**config.mk**
```make
export PLATFORM = sky130hd
export DESIGN_NAME = hazard_ctrl
export DESIGN_NICKNAME = d
export VERILOG_FILES = /design/src/rtl/hazard_ctrl.sv
export SDC_FILE = /design/constraint.sdc
export NUM_CORES = 1
export LEC_CHECK = 0
export CORE_ASPECT_RATIO = 1.1
export CORE_MARGIN = 5
export CORE_UTILIZATION = 45
export DETAILED_ROUTE_END_ITERATION = 8
export PLACE_DENSITY_LB_ADDON = 0.05
export SYNTH_ARGS = -nofsm -noshare
export SYNTH_HDL_FRONTEND = slang
export SYNTH_SLANG_ARGS = --single-unit
```
**constraint.sdc**
```tcl
create_clock -name clk -period 2.6 [get_ports clk]
set_input_delay 0.39 -clock clk [delete_from_list [all_inputs] [get_ports clk]]
set_output_delay 0.39 -clock clk [all_outputs]
set_load 0.03 [all_outputs]
```
**src/rtl/hazard_ctrl.sv**
```systemverilog
// Hazard and forwarding controller for the rv32i five-stage pipeline.
// Combinational forward/stall/flush decode plus registered cycle class, counters and timeout.
module hazard_ctrl #(
    parameter int ADW      = 5,
    parameter int FWD_EN   = 1,
    parameter int CNTW     = 16,
    parameter int WAIT_MAX = 8
) (
    input  logic            clk,
    input  logic            rst_n,
    input  logic [ADW-1:0]  Rs1D,
    input  logic [ADW-1:0]  Rs2D,
    input  logic [ADW-1:0]  Rs1E,
    input  logic [ADW-1:0]  Rs2E,
    input  logic [ADW-1:0]  RdE,
    input  logic [ADW-1:0]  RdM,
    input  logic [ADW-1:0]  RdW,
    input  logic            regwriteE,
    input  logic            regwriteM,
    input  logic            regwriteW,
    input  logic            resultsrcE,
    input  logic            PCSrcE,
    input  logic            mem_ready,
    input  logic            cnt_clr,
    output logic [1:0]      forwardAE,
    output logic [1:0]      forwardBE,
    output logic            stallF,
    output logic            stallD,
    output logic            stallE,
    output logic            stallM,
    output logic            flushD,
    output logic            flushE,
    output logic [1:0]      state,
    output logic [CNTW-1:0] stall_cnt,
    output logic [CNTW-1:0] flush_cnt,
    output logic            err_timeout
);

    typedef enum logic [1:0] {
        RUN   = 2'b00,
        HAZ   = 2'b01,
        WAIT  = 2'b10,
        FLUSH = 2'b11
    } cycleClass_e;

    localparam int WCW = $clog2(WAIT_MAX + 1);
    localparam logic [WCW-1:0] WMAX   = WCW'(WAIT_MAX);
    localparam logic [WCW-1:0] WMAXM1 = WCW'(WAIT_MAX - 1);

    // x0 is hardwired zero, so it never creates a dependency
    function automatic logic hit(
        input logic           en,
        input logic [ADW-1:0] rd,
        input logic [ADW-1:0] rs
    );
        return en && (rd != '0) && (rd == rs);
    endfunction

    function automatic logic [1:0] fwdSel(input logic [ADW-1:0] rs);
        if (hit(regwriteM, RdM, rs)) return 2'b10;
        else if (hit(regwriteW, RdW, rs)) return 2'b01;
        else return 2'b00;
    endfunction

    logic        haz;
    cycleClass_e cls;
    cycleClass_e stateQ;
    logic [WCW-1:0] waitCnt;
    logic [WCW-1:0] waitNext;
    logic        timeoutHit;

    generate
        if (FWD_EN != 0) begin : gFwd
            assign forwardAE = fwdSel(Rs1E);
            assign forwardBE = fwdSel(Rs2E);
            assign haz = resultsrcE
                      && (hit(1'b1, RdE, Rs1D) || hit(1'b1, RdE, Rs2D));
        end else begin : gNoFwd
            assign forwardAE = 2'b00;
            assign forwardBE = 2'b00;
            assign haz = hit(regwriteE, RdE, Rs1D)
                      || hit(regwriteE, RdE, Rs2D)
                      || hit(regwriteM, RdM, Rs1D)
                      || hit(regwriteM, RdM, Rs2D)
                      || hit(regwriteW, RdW, Rs1D)
                      || hit(regwriteW, RdW, Rs2D);
        end
    endgenerate

    // Terms are made mutually exclusive to encode the priority order
    always_comb begin
        cls = RUN;
        unique case (1'b1)
            !mem_ready:                     cls = WAIT;
            mem_ready && PCSrcE:            cls = FLUSH;
            mem_ready && !PCSrcE && haz:    cls = HAZ;
            default:                        cls = RUN;
        endcase
    end

    assign stallF = (cls == WAIT) || (cls == HAZ);
    assign stallD = stallF;
    assign stallE = (cls == WAIT);
    assign stallM = stallE;
    assign flushD = (cls == FLUSH);
    assign flushE = (cls == FLUSH) || (cls == HAZ);

    assign state = stateQ;

    assign waitNext = mem_ready          ? '0 :
                      (waitCnt == WMAX)  ? waitCnt :
                                           waitCnt + 1'b1;

    // Fires only on the transition into the WAIT_MAX-th wait cycle
    assign timeoutHit = !mem_ready && (waitCnt == WMAXM1);

    always_ff @(posedge clk or negedge rst_n) begin
        if (!rst_n) begin
            stateQ      <= RUN;
            waitCnt     <= '0;
            stall_cnt   <= '0;
            flush_cnt   <= '0;
            err_timeout <= 1'b0;
        end else begin
            stateQ  <= cls;
            waitCnt <= waitNext;
            if (cnt_clr) begin
                stall_cnt   <= '0;
                flush_cnt   <= '0;
                err_timeout <= 1'b0;
            end else begin
                if (stallD && (stall_cnt != '1))
                    stall_cnt <= stall_cnt + 1'b1;
                if (flushE && (flush_cnt != '1))
                    flush_cnt <= flush_cnt + 1'b1;
                if (timeoutHit)
                    err_timeout <= 1'b1;
            end
        end
    end

endmodule

```
==> results.ini <==
[timing]
setup_slack_ps=40.8
setup_viol=0
finalCritPeriodShare_pct=98.4
rsz0062_at_grt=yes
slew_headroom_pct=41.8
max_freq_ghz=0.391
final.min_clock_period_ps=2560
slew_violations=0
clock_skew_ps=5.59
hold_viol_final=0
setup_tns_ps=0
tightest_slew_ps=873

[floorplanning]
die_area_sq_mm=0.00707
num_io_pins=89
die_h_microns=87.7
die_x_microns=80.6
initial_core_util_pct=46.1
fp-row-count=28
core_sq_mm=0.00536

[cts]
root_buffer=clkbuf_8
clk_latency_ps=290
cts.hold.buffers_added=0
cts_max_level=2
clk_pin_slew_ps=70
cts_buffers=5
cts_tree=yes
cts.sinks=39
clock_tree.buffer_depth=2

[placed_design]
place_area_sq_mm=0.00363
place.detailed.hpwl_microns=5060
io_buffer_count=87
dp.cells=448
place.gp.congestion=0.812
pre_cts_ws_ps=-387

[synth]
ys.flop_type=dfrtp_1
synth.distinct_cells=42
yosysSeqAreaShare_pct=39.5
synth_cells=265
syn_area_sq_mm=0.00247
synth_edf_count=0
async_flop_share_pct=100
ys_warn_count=0
synth.net_count=314
ys_ff_latch=39
avgSynthCellArea_sq_um=9.32

[global_route]
grt_usage_pct=19.3
grt_max_degree=40
first_global_vias=2308
grt_pass1_wl_microns=10800
grt-ovfl-total=0
antenna_found_initial=0

[layout]
mostFrequentLayoutCells=clkdlybuf4s50_1, dfrtp_1, nor2_1, buf_4, xor2_1
final_area_sq_mm=0.00378
regArea_sq_um=976
final_cell_count_no_fill=459
utilization_pct=70.5
antenna_cells=0
area_growth_pct=53.1
fin_nets=432
nFillCells=454
multi_input_area_sq_mm=0.00150
mostFrequentLayoutCell=clkdlybuf4s50_1
drive_gt1_share_pct=19.0

[worst_setup_path]
endpoint_kind=primary output
cp_slowest_stage_delay_ps=520
cp.required_ps=2210
cp.arrival_ps=2170
cp_top_family=simple AND/OR/NAND/NOR gates
crit_cells=7
worstSetupStartpointType=primary input
critical_path.most_common_cell=buf_4
critPathKind=primary input to primary output
critPathSlowestCell=or4_4
reg2regPathDepth=7
crit_path_cell_trace=clkdlybuf4s50_1 > or4_4 > o21ai_2 > nor4_1 > buf_4 > nor4_2 > buf_4
path_max_fanout=2
cp.buffers_inverters=3

[route]
drt_pass1_iterations=4
wl_per_cell_microns=14.1
routed_wl_microns=6450
vias=2307
via_per_inst=5.03
drc=0
drt_iter0_drc=84
postRouteAntennaNets=0

[min_path]
min_path_type=primary input to asynchronous set/reset pin

[power]
max-vdd-ir-drop_uv=276
cellLeakagePower_nw=1.61
p_per_area_mw_per_mm2=365

[status]
outcome=complete, no violations

[flow_run]
drv_cap=0

-- sequential cells by signal (all words and copies together), names as in the netlist --
| name | flops |
|---|---|
| waitCnt | 4 |
| err_timeout | 1 |
| stall_cnt | 16 |
| state | 2 |
| flush_cnt | 16 |
-- power by group --
group / switching [W] / internal, W
logic: 0.000165 / 0.000183
clock network: 0.000209 / 0.000188
registers: 0.0000155 / 0.000620
-- worst paths after layout --
kind | startpoint | to | slack [ps]
max in group asynchronous | rst_n | stall_cnt[5] | 1840
min reg2reg | err_timeout | err_timeout | 510
max reg2reg | flush_cnt[0] | flush_cnt[15] | 390
min in group clk | err_timeout | err_timeout | 510
min | rst_n | flush_cnt[11] | 210
max | RdM[1] | forwardAE[0] | 40
-- timing repair --
| action | 4_1_cts | 5_1_grt |
|---|---|---|
| hold endpoints to repair | 0 | 0 |
| setup buffers | 3 | 0 |
| pin swaps | 7 | 0 |
| endpoints found under the setup margin | 10 | 1 |
| cloned | 0 | 0 |
| resized for setup | 17 | 1 |
-- cell usage after synthesis (all sizes together), types with 2 or more instances --
master	n	area, sq um
a21oi	6	30.0
and3	6	37.5
buf	3	26.3
clkbuf	6	23.8
dfrtp	39	976
ha	5	62.6
inv	8	30.0
mux2	5	63.8
mux2i	3	30.0
nand2	18	70.1
nand2b	2	12.5
nand3	24	120
nand4	2	12.5
nor2	38	143
nor2b	6	37.5
nor4	7	56.3
o21ai	5	25.0
o31ai	3	22.5
or2	2	12.5
or3	4	25.0
or4	9	67.6
xnor2	21	184
xor2	30	263
-- layer usage --
layer | wire length, microns | track usage, % | part of all wire (%) | up-vias
li1 | - | - | - | 1149
met1 | 2760 | 23.7 | 43 | 1102
met2 | 3340 | 35.1 | 52 | 49
met3 | 284 | 3.19 | 4.4 | 7
met4 | 65 | 5.07 | 1.0 | 0
met5 | 0 | 0 | 0 | -
-- metrics by stage --
stage               hold slack (ps)  total power, W
floorplan                      94.4        0.000804
global placement                497        0.000984
detailed placement              496        0.000991
CTS                             245         0.00140
global route                    287         0.00146
finish                          210         0.00138
-- cell families (layout without fill, tap and decap cells) --
kind of cell	count (synthesis)	after routing	share of synthesized area, %
flops	39	39	39.5
simple gates	122	122	25.3
fa+ha+maj	5	5	2.53
mux	8	8	3.80
buf+inv	17	136	3.24
compound gates	23	23	7.55
xor+xnor	51	51	18.1
-- area by class of cell --
cell class              count  share of cell area [%]
inverters                   8                   0.860
well taps                  75                    2.48
clock buffers               7                    2.02
flip-flops and latches     39                    25.8
multi-input cells         209                    39.6
clock inverters             1                   0.132
repair buffers            120                    29.1
(Power assumes the default switching activity.)
